### src/rtl/beam_thresh_loader.sv
// Shadow threshold store that loads every beam in turn and then strobes update_o, so the
// beamformer thresholds change atomically. Optional readback port: BEAM_THRESH_READBACK_EN.
module beam_thresh_loader #(
  parameter int unsigned NBEAMS         = 2,
  parameter logic [17:0] DEFAULT_THRESH = 18'h00FA0,
  localparam int unsigned AW            = (NBEAMS > 1) ? $clog2(NBEAMS) : 1
) (
  input  logic              clk_i,
  input  logic              rst_i,
  input  logic              wr_valid_i,
  output logic              wr_ready_o,
  input  logic [AW-1:0]     wr_addr_i,
  input  logic [17:0]       wr_data_i,
  input  logic              commit_i,
  output logic              busy_o,
  output logic              done_o,
  output logic              err_o,
  output logic [17:0]       thresh_o,
  output logic [NBEAMS-1:0] thresh_ce_o,
  output logic              update_o
`ifdef BEAM_THRESH_READBACK_EN
  ,
  input  logic [AW-1:0]     rd_addr_i,
  output logic [17:0]       rd_data_o
`endif
);

  typedef enum logic [1:0] {StIdle, StLoad, StUpdate} state_e;

  state_e              r_state, w_state_d;
  logic [AW-1:0]       r_idx, w_idx_d;
  logic                r_pend, w_pend_d;
  logic [17:0]         r_shadow [NBEAMS];
  logic [17:0]         r_thresh, w_thresh_d;
  logic [NBEAMS-1:0]   r_ce, w_ce_d;
  logic                r_update, w_update_d;
  logic                r_done, w_done_d;
  logic                r_busy, w_busy_d;
  logic                r_err;
  logic                w_wr_fire;
  logic                w_addr_ok;
  logic                w_start;

  assign wr_ready_o = (r_state == StIdle) && !r_pend && !rst_i;
  assign w_wr_fire  = wr_valid_i && wr_ready_o;
  assign w_addr_ok  = 32'(wr_addr_i) < NBEAMS;
  assign w_start    = commit_i || r_pend;

  // UPDATE spans two cycles: the first raises update_o, the second raises done_o and may
  // chain straight into a pending sequence so done_o and the beam-0 strobe are adjacent.
  always_comb begin
    w_state_d = r_state;
    w_idx_d   = r_idx;
    w_pend_d  = r_pend || commit_i;
    case (r_state)
      StIdle: begin
        if (w_start) begin
          w_state_d = StLoad;
          w_idx_d   = '0;
          w_pend_d  = 1'b0;
        end
      end
      StLoad: begin
        if (r_idx == AW'(NBEAMS - 1)) begin
          w_state_d = StUpdate;
          w_idx_d   = '0;
        end else begin
          w_idx_d = r_idx + 1'b1;
        end
      end
      StUpdate: begin
        if (r_update) begin
          w_idx_d = '0;
          if (w_start) begin
            w_state_d = StLoad;
            w_pend_d  = 1'b0;
          end else begin
            w_state_d = StIdle;
          end
        end
      end
      default: w_state_d = StIdle;
    endcase
  end

  always_comb begin
    w_thresh_d = r_thresh;
    w_ce_d     = '0;
    w_update_d = 1'b0;
    w_done_d   = 1'b0;
    w_busy_d   = 1'b0;
    case (r_state)
      StLoad: begin
        w_thresh_d = r_shadow[r_idx];
        w_ce_d     = NBEAMS'(1) << r_idx;
        w_busy_d   = 1'b1;
      end
      StUpdate: begin
        w_update_d = !r_update;
        w_busy_d   = !r_update;
        w_done_d   = r_update;
      end
      default: ;
    endcase
  end

  always_ff @(posedge clk_i) begin
    if (rst_i) begin
      r_state  <= StIdle;
      r_idx    <= '0;
      r_pend   <= 1'b1;
      r_thresh <= '0;
      r_ce     <= '0;
      r_update <= 1'b0;
      r_done   <= 1'b0;
      r_busy   <= 1'b0;
      r_err    <= 1'b0;
      for (int unsigned i = 0; i < NBEAMS; i++) begin
        r_shadow[i] <= DEFAULT_THRESH;
      end
    end else begin
      r_state  <= w_state_d;
      r_idx    <= w_idx_d;
      r_pend   <= w_pend_d;
      r_thresh <= w_thresh_d;
      r_ce     <= w_ce_d;
      r_update <= w_update_d;
      r_done   <= w_done_d;
      r_busy   <= w_busy_d;
      if (w_wr_fire) begin
        if (w_addr_ok) begin
          r_shadow[wr_addr_i] <= wr_data_i;
        end else begin
          r_err <= 1'b1;
        end
      end
    end
  end

`ifdef BEAM_THRESH_READBACK_EN
  logic [17:0] r_rd_data;

  always_ff @(posedge clk_i) begin
    if (rst_i) begin
      r_rd_data <= '0;
    end else begin
      r_rd_data <= (32'(rd_addr_i) < NBEAMS) ? r_shadow[rd_addr_i] : '0;
    end
  end

  assign rd_data_o = r_rd_data;
`endif

  assign thresh_o    = r_thresh;
  assign thresh_ce_o = r_ce;
  assign update_o    = r_update;
  assign done_o      = r_done;
  assign busy_o      = r_busy;
  assign err_o       = r_err;

endmodule
### config.mk
export PLATFORM = sky130hd
export DESIGN_NAME = beam_thresh_loader
export DESIGN_NICKNAME = d
export VERILOG_FILES = /design/src/rtl/beam_thresh_loader.sv
export SDC_FILE = /design/constraint.sdc
export NUM_CORES = 1
export LEC_CHECK = 0
export ABC_AREA = 1
export ABC_CLOCK_PERIOD_IN_PS = 6080
export BUFFER_PORTS_ARGS = -buffer_cell sky130_fd_sc_hd__buf_4
export CORE_ASPECT_RATIO = 1.2
export CORE_UTILIZATION = 40
export DETAILED_ROUTE_END_ITERATION = 6
export PLACE_DENSITY = 0.58
export SLEW_MARGIN = 25
export SYNTH_ARGS = -nofsm -noshare
export SYNTH_HDL_FRONTEND = slang
export SYNTH_SLANG_ARGS = --single-unit
export TNS_END_PERCENT = 5
### constraint.sdc
create_clock -name clk_i -period 6.08 [get_ports clk_i]
set_clock_uncertainty 0.15 [all_clocks]
set_input_delay 1.216 -clock clk_i [delete_from_list [all_inputs] [get_ports clk_i]]
set_output_delay 1.216 -clock clk_i [all_outputs]
set_load 0.1 [all_outputs]
==> results of run 1 <==
[placed cells by master (no fill, tap or decap), drive strengths merged]
| master | n |
|---|---|
| dfxtp | 27 |
| inv | 46 |
| buf | 46 |
| nor2 | 41 |
| a21oi | 2 |
| conb | 1 |
| nand3 | 25 |
| clkbuf | 16 |
| o21ai | 1 |
| edfxtp | 36 |
| ha | 6 |
| nand2 | 92 |
[where the power goes]
group          total (mW)  switching (mW)  internal [mW]
combinational       0.609           0.472          0.136
sequential          0.552          0.0344          0.518
clock               0.343           0.150          0.194
[metal layers]
metal | vias up | GRT usage (%) | wire length (um)
met5 | - | 0 | 0
met4 | 0 | 10.65 | 143
met3 | 9 | 3.317 | 217
met2 | 44 | 26.75 | 2520
met1 | 853 | 17.19 | 2067
li1 | 971 | - | -
[path summary, 6_finish.rpt]
| kind | start | to | slack [ns] | cells after the start |
|---|---|---|---|---|
| setup / recovery | rst_i | wr_ready_o | 2.93 | 3 |
| hold / removal | update_o | done_o | 0.30 | 2 |
| setup reg to reg | r_state[1] | r_shadow[1][1] | 3.83 | 8 |
| hold reg to reg | update_o | done_o | 0.30 | 2 |
[worst max-delay path: cells and delay by family]
kind | cells | cell delay [ns]
buffers and inverters | 2 | 0.44
and+or+nand+nor | 1 | 0.13
[flip-flops by register name (all words and copies together) (netlist names)]
signal and count:
busy_o 1, done_o 1, r_idx 1, r_pend 1
r_shadow 36, r_state 2, thresh_ce_o 2, thresh_o 18
update_o 1
[metrics by stage]
stage               power, mW  area [um2]  setup WS, ns  cells
floorplan               1.054        2779         2.989    285
global placement        1.174        3159         2.930    408
detailed placement      1.175        3159         2.927    408
CTS                     1.519        3349         2.927    424
global route            1.589        3349         2.913    424
finish                  1.504        3349         2.932    424
[layout make-up]
cell class	count	area, um2
fillers	655	3217
flip-flops and latches	63	1622
multi-input cells	168	908.4
repair buffers	46	345.3
clock buffers	16	190.2
inverters	46	177.7
well taps	85	106.4
[logic make-up after synthesis]
family / share of synthesized area, %
fa+ha+maj: 2.701
other cells: 0.1349
buf+inv: 8.960
flops: 58.35
compound gates: 0.5401
simple gates: 29.31
==> key figures, run 1 <==
Outcome
  – Status: finished clean

Logic synthesis
  – Share of the synthesized area in the top cell type: between 30% and 40%
  – Cells after Synth: 285
  – Largest cells by area after synthesis: edfxtp_1, dfxtp_1, nand2_1
  – #FFs+latches synth: 63
  – Post-synthesis sequential area ratio: between 50 and 60%
  – Synth Flop Type: edfxtp_1
  – Top cells by count, synth: nand2_1, inv_1, edfxtp_1, dfxtp_1, nand3_1
  – Distinct cells, synth: 20
  – Count leader, synth: nand2_1
  – Post-synth EDFFs: 36
  – Synth Cell Area: 2779 um2
  – Asr flop ratio synth: 0%
  – Average size of a mapped cell: 9.751 um2
  – Largest area contributor in the netlist: edfxtp_1
  – Synthesized Nets: 314
  – Yosys warnings: 0

Timing
  – Least-Margin Pin Slew: 0.5253 ns
  – Min Tclk post-route: between 3 and 4 ns
  – Final Hold Viols: 0
  – RSZ-0062 raised after global routing: no
  – Max Fclk: between 300 and 400 MHz
  – Hold Slack: 0.2955 ns
  – Final TNS setup: 0 ns
  – Final setup fails: 0
  – Slew Limit Fails: 0
  – Fin crit share: 51.78%
  – Slew HR: 64.85%

Layout
  – Synthesis-to-finish area growth: 20.53%
  – Nets: ~360
  – Share of layout cells above drive strength 1: 25.96%
  – Fin util: 51.01%
  – Diodes inserted: 0

Drt
  – Post-DRT Antenna Nets: 0
  – DR DRC count: 0
  – Initial DRC count: 90
  – Via density: 4.427
  – WL final: 4.949 mm
  – Vias: ~1900
  – Drt pass-1 iters: 4
  – Wirelength per Cell: 11.67 um

Floorplanning
  – Core Rows: 32
  – Starting Density: a little over two fifths
  – Core Box Area: 6566 um2
  – Die Ht: 93.31 um
  – Die ar.: 7286 um2
  – Num ports: 48
  – Die width: roughly 78 um

Global route
  – Number of global-route vias before repair: around 1800
  – Largest net degree at the start of global routing: 27
  – Grt total ovfl: 0
  – Initial antenna violation count: 0
  – Wire length of the first global-routing pass: 8.286 mm
  – Global Route Usage Sum: 15.59%

Clocking
  – Clock buffer count from CTS: 9
  – CTS Buffer Depth: 2
  – Clock root cell: clkbuf_8
  – Clock latency at the later pin of the worst-skew pair: between 0.3 and 0.4 ns
  – H-tree depth: 3
  – Post-CTS Setup Bufs: 0
  – # resized after CTS: 0
  – Clock-pin slew on the worst setup and hold paths: about 0.060 ns
  – CTS tree: built
  – Sink Count: 63
  – Hold_buf cts: 0

Setup path
  – CP max stage delay: roughly 0.30 ns
  – CP max-delay cell: buf_4
  – Crit path DAT: 1.78 ns
  – Critical path cell sequence: buf_4, nor2_4, buf_4
  – Critical path class: in -> out
  – Worst setup EP type: output pin
  – CP Max Fanout: 5
  – Startpoint types: input port
  – Worst path required time: 4.71 ns
  – Crit-path most repeated cell: buf_4

Min path
  – HP Class: reg -> reg

Placement
  – Dpl hpwl: 3.337 mm
  – I/O Buffers: 46
  – Gpl congestion: just over 0.7

Power and ir drop
  – Leakage power: about 1.6 nW
  – Max IR drop VDD: roughly 220 uV
  – PD cells: 449.0 nW/um2

Run
  – Max-cap violation count: 0
No activity file was read; power rests on OpenSTA's default activity.
==> inputs of run 2 (changes only) <==
--- a/config.mk
+++ b/config.mk
@@ -5,13 +5,13 @@
 export SDC_FILE = /design/constraint.sdc
 export NUM_CORES = 1
 export LEC_CHECK = 0
-export ABC_AREA = 1
-export ABC_CLOCK_PERIOD_IN_PS = 6080
+export ABC_AREA = 0
+export ABC_CLOCK_PERIOD_IN_PS = 2550
 export BUFFER_PORTS_ARGS = -buffer_cell sky130_fd_sc_hd__buf_4
 export CORE_ASPECT_RATIO = 1.2
 export CORE_UTILIZATION = 40
 export DETAILED_ROUTE_END_ITERATION = 6
-export PLACE_DENSITY = 0.58
+export PLACE_DENSITY = 0.61
 export SLEW_MARGIN = 25
 export SYNTH_ARGS = -nofsm -noshare
 export SYNTH_HDL_FRONTEND = slang
==> constraint.sdc (replaced) <==
create_clock -name clk_i -period 2.55 [get_ports clk_i]
set_clock_uncertainty 0.15 [all_clocks]
set_input_delay 0.51 -clock clk_i [delete_from_list [all_inputs] [get_ports clk_i]]
set_output_delay 0.51 -clock clk_i [all_outputs]
set_load 0.1 [all_outputs]
==> run 2 against run 1 <==
  * First-iteration DRC count shrank 59%
  * Largest power group unchanged
  * Final cell count shrank 19%
  * Die area shrank 6.7%
  * Critical path type is now reg -> reg
  * Highest routed layer unchanged
  * Critical endpoint is now r_shadow[0][13]
  * Count of clock-buffer cells in the layout shrank 4
  * Hold slack is essentially flat
==> key figures, run 2 <==
Clocking
  – Clock buffer count from CTS: 9 (unchanged)
  – Clock-pin slew on the worst setup and hold paths: 0.06 ns (about the same)
  – Clock root cell: clkbuf_8
  – Sink Count: 63 (unchanged)
  – CTS Buffer Depth: 2 (unchanged)
  – Hold_buf cts: 0 (unchanged)
  – H-tree depth: 3 (unchanged)
  – # resized after CTS: 0 (unchanged)
  – CTS tree: built
  – Clock latency at the later pin of the worst-skew pair: 0.33 ns (about the same)
  – Post-CTS Setup Bufs: 0 (unchanged)

Timing
  – Fin crit share: 87.18%
  – Final setup fails: 0 (unchanged)
  – Slew HR: 63.93% (-0.93 points)
  – Least-Margin Pin Slew: 0.5411 ns (+0.01585 ns)
  – RSZ-0062 raised after global routing: no
  – Final TNS setup: 0 ns (unchanged)
  – Max Fclk: roughly 450 MHz
  – Final Hold Viols: 0 (unchanged)
  – Min Tclk post-route: around 2.2 ns
  – Slew Limit Fails: 0 (unchanged)

Layout
  – Synthesis-to-finish area growth: 25.81%
  – Share of layout cells above drive strength 1: 26.34% (+0.38 points)
  – Multi-input gate area: 888.4 um2 (-2.2%)
  – Nets: 286 (-21%)
  – Most common cell after layout, fill and taps aside: buf_4
  – Max reg flops: 36 (unchanged)
  – Fillcell total: 573 (-13%)
  – Diodes inserted: 0 (unchanged)
  – Commonest non-fill, non-tap cells in the layout: buf_4, edfxtp_1, dfxtp_1, nor2_1, mux2i_1
  – Seq. cell area: 1622 um2 (unchanged)
  – Largest reg by FF count: r_shadow
  – Fin util: 53.14% (+2.1 points)

Drt
  – Wirelength per Cell: 13.38 um (+15%)
  – Post-DRT Antenna Nets: 0 (unchanged)
  – Via density: 4.773 (+7.8%)
  – WL final: 4.602 mm (-7.0%)
  – DR DRC count: 0 (unchanged)
  – Vias: 1642 (-13%)
  – Initial DRC count: 37 (-59%)
  – Drt pass-1 iters: 4 (unchanged)

Logic synthesis
  – Synthesized Nets: 235 (-25%)
  – Cells after Synth: 206 (-28%)
  – Post-synth EDFFs: 36 (unchanged)
  – #FFs+latches synth: 63 (unchanged)
  – Largest area contributor in the netlist: edfxtp_1
  – Mux cell area share after synthesis: 8.168% (+8.2 points)
  – Post-synthesis adder-cell area fraction: 2.900% (+0.20 points)
  – Largest family of logic cells by synthesized area: simple AND/OR/NAND/NOR gates
  – Top cells by count, synth: edfxtp_1, dfxtp_1, nor2_1, mux2i_1, a211oi_1
  – Distinct cells, synth: 26 (+30%)
  – Largest cells by area after synthesis: edfxtp_1, dfxtp_1, mux2i_1
  – Synth Cell Area: 2589 um2 (-6.8%)
  – Synth Flop Type: edfxtp_1
  – Synth Area in XOR/XNOR: 0% (unchanged)
  – Share of the synthesized area in the top cell type: 41.76% (+2.9 points)
  – Simple-gate portion of the synthesized area: 16.43% (-13 points)
  – Compound-Gate Fraction of Synth Area: 6.235% (+5.7 points)
  – Asr flop ratio synth: 0% (unchanged)
  – Average size of a mapped cell: 12.57 um2 (+29%)
  – Post-synthesis sequential area ratio: 62.64% (+4.3 points)
  – Yosys warnings: 0 (unchanged)
  – Count leader, synth: edfxtp_1

Setup path
  – Startpoint types: flip-flop
  – Worst setup EP type: flip-flop
  – Crit path DAT: 2.11 ns (+0.33 ns)
  – Critical path cell sequence: inv_1, ha_1, and4bb_1, and2b_4, or2_1, buf_12
  – CP max-delay cell: and4bb_1
  – Worst path required time: 2.44 ns (-2.27 ns)
  – Critical path class: reg -> reg
  – CP max stage delay: 0.44 ns (+0.14 ns)
  – CP Max Fanout: 19 (+14)

Global route
  – Initial antenna violation count: 0 (unchanged)
  – Wire length of the first global-routing pass: 7.376 mm (-11%)
  – Global Route Usage Sum: 14.91% (-0.68 points)
  – Grt total ovfl: 0 (unchanged)
  – Number of global-route vias before repair: 1572 (-14%)
  – Largest net degree at the start of global routing: 33 (+22%)

Placement
  – I/O Buffers: 46 (unchanged)
  – Dpl hpwl: 3.237 mm (-3.0%)
  – Gpl congestion: 0.7067 (-2.2%)

Floorplanning
  – Die ar.: 6799 um2 (-6.7%)
  – Starting Density: 42.24% (-0.079 points)
  – Core Rows: 31 (-3.1%)
  – Die Ht: 90.13 um (-3.4%)
  – Die width: 75.44 um (-3.4%)
  – Core Box Area: 6128 um2 (-6.7%)
  – Num ports: 48 (unchanged)

Power and ir drop
  – Leakage power: 1.280 nW (-18%)
  – Max IR drop VDD: 497.1 uV (+130%)
  – PD cells: 1160 nW/um2 (+160%)

Run
  – Max-cap violation count: 0 (unchanged)

Outcome
  – Status: finished clean

Min path
  – HP Class: in -> reg
## run 2: cells by family after synthesis
| logic type | after synthesis |
|---|---|
| buffers and inverters | 18 |
| AND/OR/NAND/NOR | 76 |
| other | 1 |
| AO/OA/AOI/OAI | 21 |
| flip-flops | 63 |
| adder cells (fa/ha/maj) | 6 |
| multiplexers | 21 |
## run 2: metrics by stage
step | setup WS [ns] | total power [mW] | hold WS, ns | instance area (um2) | std cells
detailed placement | 0.3135 | 2.893 | 0.3290 | 3042 | 328
floorplan | 0.2268 | 2.586 | 0.3077 | 2600 | 206
finish | 0.3270 | 3.779 | 0.2955 | 3257 | 344
global placement | 0.3484 | 2.880 | 0.3214 | 3042 | 328
global route | 0.1536 | 3.962 | 0.2875 | 3257 | 344
CTS | 0.3094 | 3.816 | 0.2833 | 3257 | 344
## run 2: power breakdown
part / internal (mW) / leakage (nW) / total [mW] / switching [mW]
Sequential: 1.24 / 0.555 / 1.33 / 0.0906
Combinational: 0.390 / 0.615 / 1.53 / 1.14
Clock: 0.574 / 0.110 / 0.922 / 0.347
Total: 2.21 / 1.28 / 3.78 / 1.57
## run 2: layer usage
| metal | part of all wire [%] | global-route usage (%) | vias to the layer above |
|---|---|---|---|
| li1 | - | - | 834 |
| met4 | 2.6 | 8.333 | 0 |
| met3 | 4.0 | 3.812 | 11 |
| met1 | 48 | 18.99 | 755 |
| met5 | 0 | 0 | - |
| met2 | 46 | 22.62 | 42 |
## run 2: final cells by class
| type | instances | area share, % |
|---|---|---|
| well taps | 82 | 3.150 |
| inverters | 5 | 0.5763 |
| flip-flops and latches | 63 | 49.79 |
| clock inverters | 4 | 2.151 |
| repair buffers | 53 | 12.60 |
| multi-input cells | 125 | 27.28 |
| clock buffers | 12 | 4.456 |
## run 2: final timing paths
check,startpoint,cells past startpoint,endpoint,slack [ns]
min,wr_data_i[9],2,r_shadow[0][9],0.30
max,r_state[0],6,r_shadow[0][13],0.33
min reg2reg,thresh_o[4],2,thresh_o[4],0.34
max reg2reg,r_state[0],6,r_shadow[0][13],0.33
## run 2: worst max-delay path, delay by kind of cell (launching register included)
family,cells,cell delay (ns)
simple gates,3,0.96
flops,1,0.36
buf+inv,2,0.28
fa+ha+maj,1,0.20
